<file path="config.mk">
export PLATFORM = sky130hd
export DESIGN_NAME = acl_txbuf_ctrl
export DESIGN_NICKNAME = d
export VERILOG_FILES = /design/src/rtl/acl_txbuf_ctrl.sv
export SDC_FILE = /design/constraint.sdc
export NUM_CORES = 1
export LEC_CHECK = 0
export ABC_AREA = 1
export BUFFER_PORTS_ARGS = -buffer_cell sky130_fd_sc_hd__buf_4
export CORE_UTILIZATION = 30
export DETAILED_ROUTE_END_ITERATION = 10
export PLACE_DENSITY = 0.58
export SLEW_MARGIN = 20
export SYNTH_ARGS = -nofsm -noshare
export SYNTH_HDL_FRONTEND = slang
export SYNTH_SLANG_ARGS = --single-unit
</file>
<file path="constraint.sdc">
create_clock -name clk_6M -period 2.1 [get_ports clk_6M]
set_clock_uncertainty 0.15 [all_clocks]
set_input_delay 0.21 -clock clk_6M [delete_from_list [all_inputs] [get_ports clk_6M]]
set_output_delay 0.21 -clock clk_6M [all_outputs]
set_load 0.005 [all_outputs]
</file>
<file path="src/rtl/acl_txbuf_ctrl.sv">
// rtl/acl_txbuf_ctrl.sv - ping-pong ACL TX payload buffer controller
// Chooses the buffer the payload encoder reads from ARQ decisions and returns ACKed buffers to the MCU.
module acl_txbuf_ctrl #(
   parameter int LEN_W = 10
) (
   input  logic             clk_6M,
   input  logic             rstz,
   input  logic             m_2active_p,
   input  logic             s_2active_p,
   input  logic             pk_encode,
   input  logic             header_st_p,
   input  logic             sendnewpy,
   input  logic             sendoldpy,
   input  logic             send0py,
   input  logic             mcu_wr_p,
   input  logic [LEN_W-1:0] mcu_wr_len,
   input  logic [1:0]       mcu_wr_llid,
   input  logic             mcu_flush_p,
   output logic             txbuf_sel,
   output logic             tx_haspy,
   output logic [LEN_W-1:0] tx_pylen,
   output logic [1:0]       tx_llid,
   output logic [1:0]       buf_state0,
   output logic [1:0]       buf_state1,
   output logic             buf_freed_p,
   output logic             wr_err_p
);

   localparam logic [1:0] ST_FREE     = 2'd0;
   localparam logic [1:0] ST_LOADED   = 2'd1;
   localparam logic [1:0] ST_INFLIGHT = 2'd2;

   logic [1:0][1:0]       st_q, st_d;
   logic [1:0][LEN_W-1:0] len_q, len_d;
   logic [1:0][1:0]       llid_q, llid_d;
   logic                  cur_q, cur_d, ncur;
   logic                  haspy_d;
   logic [LEN_W-1:0]      pylen_d;
   logic [1:0]            txllid_d;
   logic                  freed_d, err_d;
   logic                  decide, activate, wr_tgt;

   assign ncur     = ~cur_q;
   assign decide   = pk_encode & header_st_p;
   assign activate = m_2active_p | s_2active_p;

   // Decision, then flush, then write: all judged against pre-cycle state where ordering matters.
   always_comb begin
      st_d     = st_q;
      len_d    = len_q;
      llid_d   = llid_q;
      cur_d    = cur_q;
      haspy_d  = tx_haspy;
      pylen_d  = tx_pylen;
      txllid_d = tx_llid;
      freed_d  = 1'b0;
      err_d    = 1'b0;
      wr_tgt   = ncur;

      if (decide) begin
         if (send0py | sendnewpy) begin
            if (st_q[0] == ST_INFLIGHT) begin
               st_d[0] = ST_FREE;
               freed_d = 1'b1;
            end
            if (st_q[1] == ST_INFLIGHT) begin
               st_d[1] = ST_FREE;
               freed_d = 1'b1;
            end
         end
         if (send0py) begin
            haspy_d  = 1'b1;
            pylen_d  = '0;
            txllid_d = 2'b01;
         end else if (sendnewpy) begin
            if (st_q[ncur] == ST_LOADED) begin
               st_d[ncur] = ST_INFLIGHT;
               cur_d      = ncur;
               haspy_d    = 1'b1;
               pylen_d    = len_q[ncur];
               txllid_d   = llid_q[ncur];
            end else begin
               haspy_d = 1'b0;
               pylen_d = '0;
            end
         end else if (sendoldpy) begin
            if (st_q[cur_q] == ST_INFLIGHT) begin
               haspy_d  = 1'b1;
               pylen_d  = len_q[cur_q];
               txllid_d = llid_q[cur_q];
            end else begin
               haspy_d = 1'b0;
            end
         end else begin
            haspy_d = 1'b0;
         end
      end

      // A buffer promoted by this cycle's decision is already INFLIGHT and escapes the flush.
      if (mcu_flush_p) begin
         if (st_d[0] == ST_LOADED) begin
            st_d[0] = ST_FREE;
            freed_d = 1'b1;
         end
         if (st_d[1] == ST_LOADED) begin
            st_d[1] = ST_FREE;
            freed_d = 1'b1;
         end
      end

      if (mcu_wr_p) begin
         if ((st_q[ncur] == ST_FREE) || (st_q[cur_q] == ST_FREE)) begin
            wr_tgt         = (st_q[ncur] == ST_FREE) ? ncur : cur_q;
            st_d[wr_tgt]   = ST_LOADED;
            len_d[wr_tgt]  = mcu_wr_len;
            llid_d[wr_tgt] = mcu_wr_llid;
         end else begin
            err_d = 1'b1;
         end
      end
   end

   always_ff @(posedge clk_6M or negedge rstz) begin
      if (!rstz) begin
         st_q        <= '0;
         len_q       <= '0;
         llid_q      <= '0;
         cur_q       <= 1'b0;
         tx_haspy    <= 1'b0;
         tx_pylen    <= '0;
         tx_llid     <= 2'b00;
         buf_freed_p <= 1'b0;
         wr_err_p    <= 1'b0;
      end else if (activate) begin
         st_q        <= '0;
         cur_q       <= 1'b0;
         tx_haspy    <= 1'b0;
         tx_pylen    <= '0;
         tx_llid     <= 2'b00;
         buf_freed_p <= 1'b0;
         wr_err_p    <= 1'b0;
      end else begin
         st_q        <= st_d;
         len_q       <= len_d;
         llid_q      <= llid_d;
         cur_q       <= cur_d;
         tx_haspy    <= haspy_d;
         tx_pylen    <= pylen_d;
         tx_llid     <= txllid_d;
         buf_freed_p <= freed_d;
         wr_err_p    <= err_d;
      end
   end

   assign txbuf_sel  = cur_q;
   assign buf_state0 = st_q[0];
   assign buf_state1 = st_q[1];

endmodule

</file>
Word-level counts from Yosys, hierarchy flattened
Index checks and enable logic that the tools add are counted.
{"block": "classes", "order_cmp": 5, "eq_ne": 8, "mux": 72, "n_bitwise": 11, "reduce_logical": 14}
{"operator": "$mux W10", "n": 12}
{"operator": "$mux W2", "n": 21}
{"operator": "$mux W4", "n": 10}
{"operator": "$mux W1", "n": 24}
{"operator": "$bwmux W20", "n": 1}
{"operator": "$demux W10 S1", "n": 1}
{"operator": "$reduce_and A4 Y1", "n": 2}
{"operator": "$reduce_bool A4 Y1", "n": 2}
{"operator": "$eq A2 B1 Y1 const B", "n": 3}
{"operator": "$eq A2 B2 Y1 const B", "n": 3}
{"operator": "$lt A1 B2 Y1 const B", "n": 3}
{"operator": "$reduce_and A3 Y1", "n": 2}
{"operator": "$reduce_bool A2 Y1", "n": 3}
{"operator": "$and A2 B2 Y2", "n": 2}
{"operator": "$bwmux W4", "n": 1}
{"operator": "$demux W2 S1", "n": 2}
{"operator": "$logic_not A2 Y1", "n": 2}
{"operator": "$ne A4 B1 Y1 const B", "n": 1}
{"operator": "$not A2 Y2", "n": 2}
{"operator": "$or A2 B2 Y2", "n": 2}
{"operator": "$ge A1 B1 Y1 const B", "n": 2}
{"operator": "$logic_and A1 B1 Y1", "n": 2}
{"operator": "$ne A2 B1 Y1 const B", "n": 1}
{"operator": "$not A1 Y1", "n": 2}
{"operator": "3 further kinds", "n": 4}
{"block": "totals", "reg_bits": 44, "in_bits": 23}

Longest topological paths before layout
{"block": "depth", "ltp_word": 18, "mapped_depth": 10}

Worst setup path after synthesis
OpenSTA, ideal clock, no wires.
{"block": "synth_timing", "kind": "flip-flop to flip-flop", "from": "register cur_q, in the netlist txbuf_sel", "to": "register len_q[12] in the netlist's numbering", "t_arrival_ns": 1.351, "t_required_ns": 1.830, "setup_slack_ns": 0.479, "path_stages_with_launch": 9, "n_path_buf": 2, "period_less_slack_ns": 1.621, "path_cell_list": "dfrtp_1 buf_4 nand2_1 nand2_1 o21ai_4 nand2_4 buf_4 o21ai_1 nand2_1"}
{"block": "synth_between", "elab_chain_len": 9, "elab_cells_between_ends": 16, "cone_classes": "order compare (2); mux (8); bitwise (1); reduce/logical (5)"}
{"item": "start: declaration", "line_no": "36", "rtl": "logic cur_q, cur_d, ncur;"}
{"item": "start signal: assignment", "line_no": "146", "rtl": "cur_q <= cur_d;"}
{"item": "$mux W2 (not written as such) (2 in series)", "line_no": "112, 113"}
{"item": "$logic_not A2 Y1", "line_no": "112, 113"}
{"item": "$mux W1", "line_no": "113", "rtl": "wr_tgt = (st_q[ncur] == ST_FREE) ? ncur : cur_q;"}
{"item": "$lt A1 B2 Y1 (not written as such) or $ge A1 B1 Y1 (tied branches)", "line_no": "115", "rtl": "len_d[wr_tgt] = mcu_wr_len;"}
{"item": "$logic_and A1 B1 Y1 (not written as such)", "line_no": "115"}
{"item": "$mux W10 (not written as such)", "line_no": "115"}
{"item": "$demux W10 S1", "line_no": "115"}
{"item": "$bwmux W20", "line_no": "115"}
{"item": "end signal: assignment", "line_no": "144", "rtl": "len_q <= len_d;"}
{"item": "end: declaration", "line_no": "34", "rtl": "logic [1:0][LEN_W-1:0] len_q, len_d;"}
Several ways; a longest one is shown, not always the timed one. The select of a mux whose other input is x is not followed.
A chain may end at the register's enable or synchronous reset.

Worst setup path after layout
{"block": "layout_timing", "from": "register cur_q, in the netlist txbuf_sel", "to": "register len_q[17] in the netlist's numbering"}
Same word-level chain as after synthesis.

==> impl_metrics.env <==
export IMPL_track_usage_pct=14.9
export IMPL_power_density_nw_per_um2=666
export IMPL_required_ps=2200
export IMPL_synth_xor_area_share_pct=0
export IMPL_crit_end="len_q[17]"
export IMPL_worstMarginPinSlew_ps=566
export IMPL_layoutNonFillerInstCount=494
export IMPL_drv_slew=0
export IMPL_postLayoutSetupSlackWorst_ps=227
export IMPL_antenna_found_initial=0
export IMPL_synthAdderAreaFrac_pct=0
export IMPL_status="complete, no violations"
export IMPL_drt_initial_drc_count=126
export IMPL_slowest_delay_ps=480
export IMPL_fin_tns_setup_ps=0
export IMPL_final_area_sq_um=3060
export IMPL_viasPerCell=4.54
export IMPL_dp_cells=473
export IMPL_final_cell_mix="nand2_1 (145), buf_4 (46), dfrtp_1 (44)"
export IMPL_yosys_warnings=0
export IMPL_synthesis_area_sq_um=2410
export IMPL_routabilityCongestion=0.886
export IMPL_reg2reg_to="len_q[17]"
export IMPL_cp_arrival_ps=1970
export IMPL_synthMuxAreaShare_pct=0
export IMPL_syn_area_per_cell_sq_um=7.16
export IMPL_cts_setup_buffers=0
export IMPL_wirelength_mm=5.92
export IMPL_rrSetupSlack_ps=230
export IMPL_path_max_fanout=15
export IMPL_finalSetupViolations=0
export IMPL_cts_max_level=2
export IMPL_whs_ps=45.1
export IMPL_wire_per_inst_microns=12.0
export IMPL_syn_to_final_growth_pct=27.3
export IMPL_path_class="reg -> reg"
export IMPL_syn_nets=359
export IMPL_start_kind="flip-flop"
export IMPL_root_buffer="clkbuf_8"
export IMPL_clk_pin_slew_ps=90
export IMPL_finalCritPeriodShare_pct=89.2
export IMPL_fp_dieW_microns=91.6
export IMPL_end_kind="flip-flop"
export IMPL_path_cells="buf_4 > nand2_1 > nand2_1 > o21ai_4 > nand2_4 > nor2_4 > nand2_1 > nand2_1"
export IMPL_clock_fmax_mhz=534
export IMPL_max_cap_viol_count=0
export IMPL_cts_sinks=44
export IMPL_ant_nets=0
export IMPL_vdd_ir_drop_max_uv=280
export IMPL_ys_ff_latch=44
export IMPL_seq_area_frac_synth_pct=45.8
export IMPL_dr_total_vias=2244
export IMPL_synth_top_family_by_area="simple AND/OR/NAND/NOR gates"
export IMPL_netlist_instances=336
export IMPL_clk_latency_ps=300
export IMPL_grt_pass1_vias=2040
export IMPL_clockBufferDepth=2
export IMPL_grt_start_max_net_pins=45
export IMPL_synth_simple_area_share_pct=34.8
export IMPL_dp_hpwl_mm=4.37
export IMPL_grt_overflow_total=0
export IMPL_core_area_sq_um=7730
export IMPL_final_layout_size_suffix_gt1_share_pct=17.6
export IMPL_firstDrtPassIters=4
export IMPL_r2r_cells=8
export IMPL_nNetsFinal=414
export IMPL_cts_tree="built"
export IMPL_ys_types=23
export IMPL_relSlewSlack_pct=62.3
export IMPL_hold_violations=0
export IMPL_dpl_worst_slack_ps=210
export IMPL_dpl_cell_area_sq_um=2810
export IMPL_grt_pass1_wl_mm=9.91
export IMPL_start_util_pct=31.1
export IMPL_power_leakage_nw=1.61
export IMPL_crit_top_cell="nand2_1"
export IMPL_diodes=0
export IMPL_startpoint="txbuf_sel"
export IMPL_synth_compound_area_share_pct=12.0
export IMPL_die_h_microns=91.6
export IMPL_r2r_start="txbuf_sel"
export IMPL_dieArea_sq_um=8380
export IMPL_final_min_clock_period_ps=1870
export IMPL_rows=32
export IMPL_mostFrequentLayoutCell="nand2_1"
export IMPL_remaining_drc_errors=0
export IMPL_cts_made_buffers=5
export IMPL_hold_class="in -> reg"
export IMPL_ios=43
export IMPL_io_buffers=42
export IMPL_rsz0062_at_grt="false"
export IMPL_crit_slowest_cell="dfrtp_1"
## per-layer routing
layer  GRT usage, %  wire (microns)
met1           21.0            3010
met5              0               0
met4           5.69             112
met3           1.76             181
met2           23.3            2610
## critical path: cells and delay by family, from the launching register on
| kind | cells | cell delay [ps] |
|---|---|---|
| AND/OR/NAND/NOR | 6 | 780 |
| buffers and inverters | 1 | 200 |
| AO/OA/AOI/OAI | 1 | 220 |
| flip-flops | 1 | 480 |
## what timing repair did
| item | in CTS | in global routing |
|---|---|---|
| hold buffers | 13 | 0 |
| resized for setup | 0 | 0 |
| endpoints found under the hold margin | 63 | 0 |
## worst min-delay path by stage
| stage | startpoint | end | slack, ps | cells past startpoint |
|---|---|---|---|---|
| 6_report | mcu_wr_p | wr_err_p | 50 | 3 |
| 5_1_grt | mcu_flush_p | buf_freed_p | 70 | 3 |
| 4_1_cts | mcu_flush_p | buf_freed_p | 50 | 3 |
| 3_5_place_dp | rstz | tx_pylen[4] | 90 | 1 |
| 3_3_place_gp | rstz | tx_pylen[4] | 90 | 1 |
| 2_1_floorplan | rstz | buf_freed_p | -240 | 0 |
## synth_stat cells
master      n  area [sq um]
inv_1      25          93.8
nor3_1      3          15.0
inv_2       4          15.0
o21ai_4     1          16.3
nand2_4     2          22.5
buf_6       1          11.3
nor2_4      4          45.0
o21ai_1    12          60.1
o211ai_1    1          7.51
buf_2       3          15.0
nor2_1     13          48.8
nand2_2     2          12.5
o21ai_0    24           120
nand2_1   145           544
nand3_2     1          10.0
nand3_1    24           120
buf_4       4          30.0
dfrtp_1    44          1100
a21oi_2     1          8.76
clkbuf_1    3          11.3
nand4_1     3          18.8
a21oi_1    15          75.1
clkinv_1    1          3.75
## area by class of cell
type	count	area [sq um]
clock buffer	6	82.6
multi-input combinational	251	1120
fill	831	4660
timing repair buffer	59	475
sequential	44	1100
clock inverter	2	38.8
inverter	30	113
tap	102	128
## through the flow
| step | power, mW | util, % |
|---|---|---|
| finish | 2.04 | 39.6 |
| global route | 2.15 | 39.6 |
| CTS | 2.06 | 39.6 |
| detailed placement | 1.34 | 36.4 |
| global placement | 1.33 | 36.4 |
| floorplan | 1.20 | - |
## report_power, final
part	switching, mW	internal (mW)	total (mW)
combinational	0.184	0.130	0.314
clock	0.314	0.390	0.703
sequential	0.0751	0.947	1.02
total	0.572	1.47	2.04
## registers in the layout (all words and copies together) (netlist names)
signal and count:
buf_freed_p 1, buf_state0 2, txbuf_sel 1, tx_haspy 1
tx_pylen 10, len_q 20, buf_state1 2, wr_err_p 1
tx_llid 2, llid_q 4
## cells by family after synthesis
family	after synthesis
buf+inv	41
flops	44
compound gates	54
simple gates	197
(Power assumes the default switching activity.)
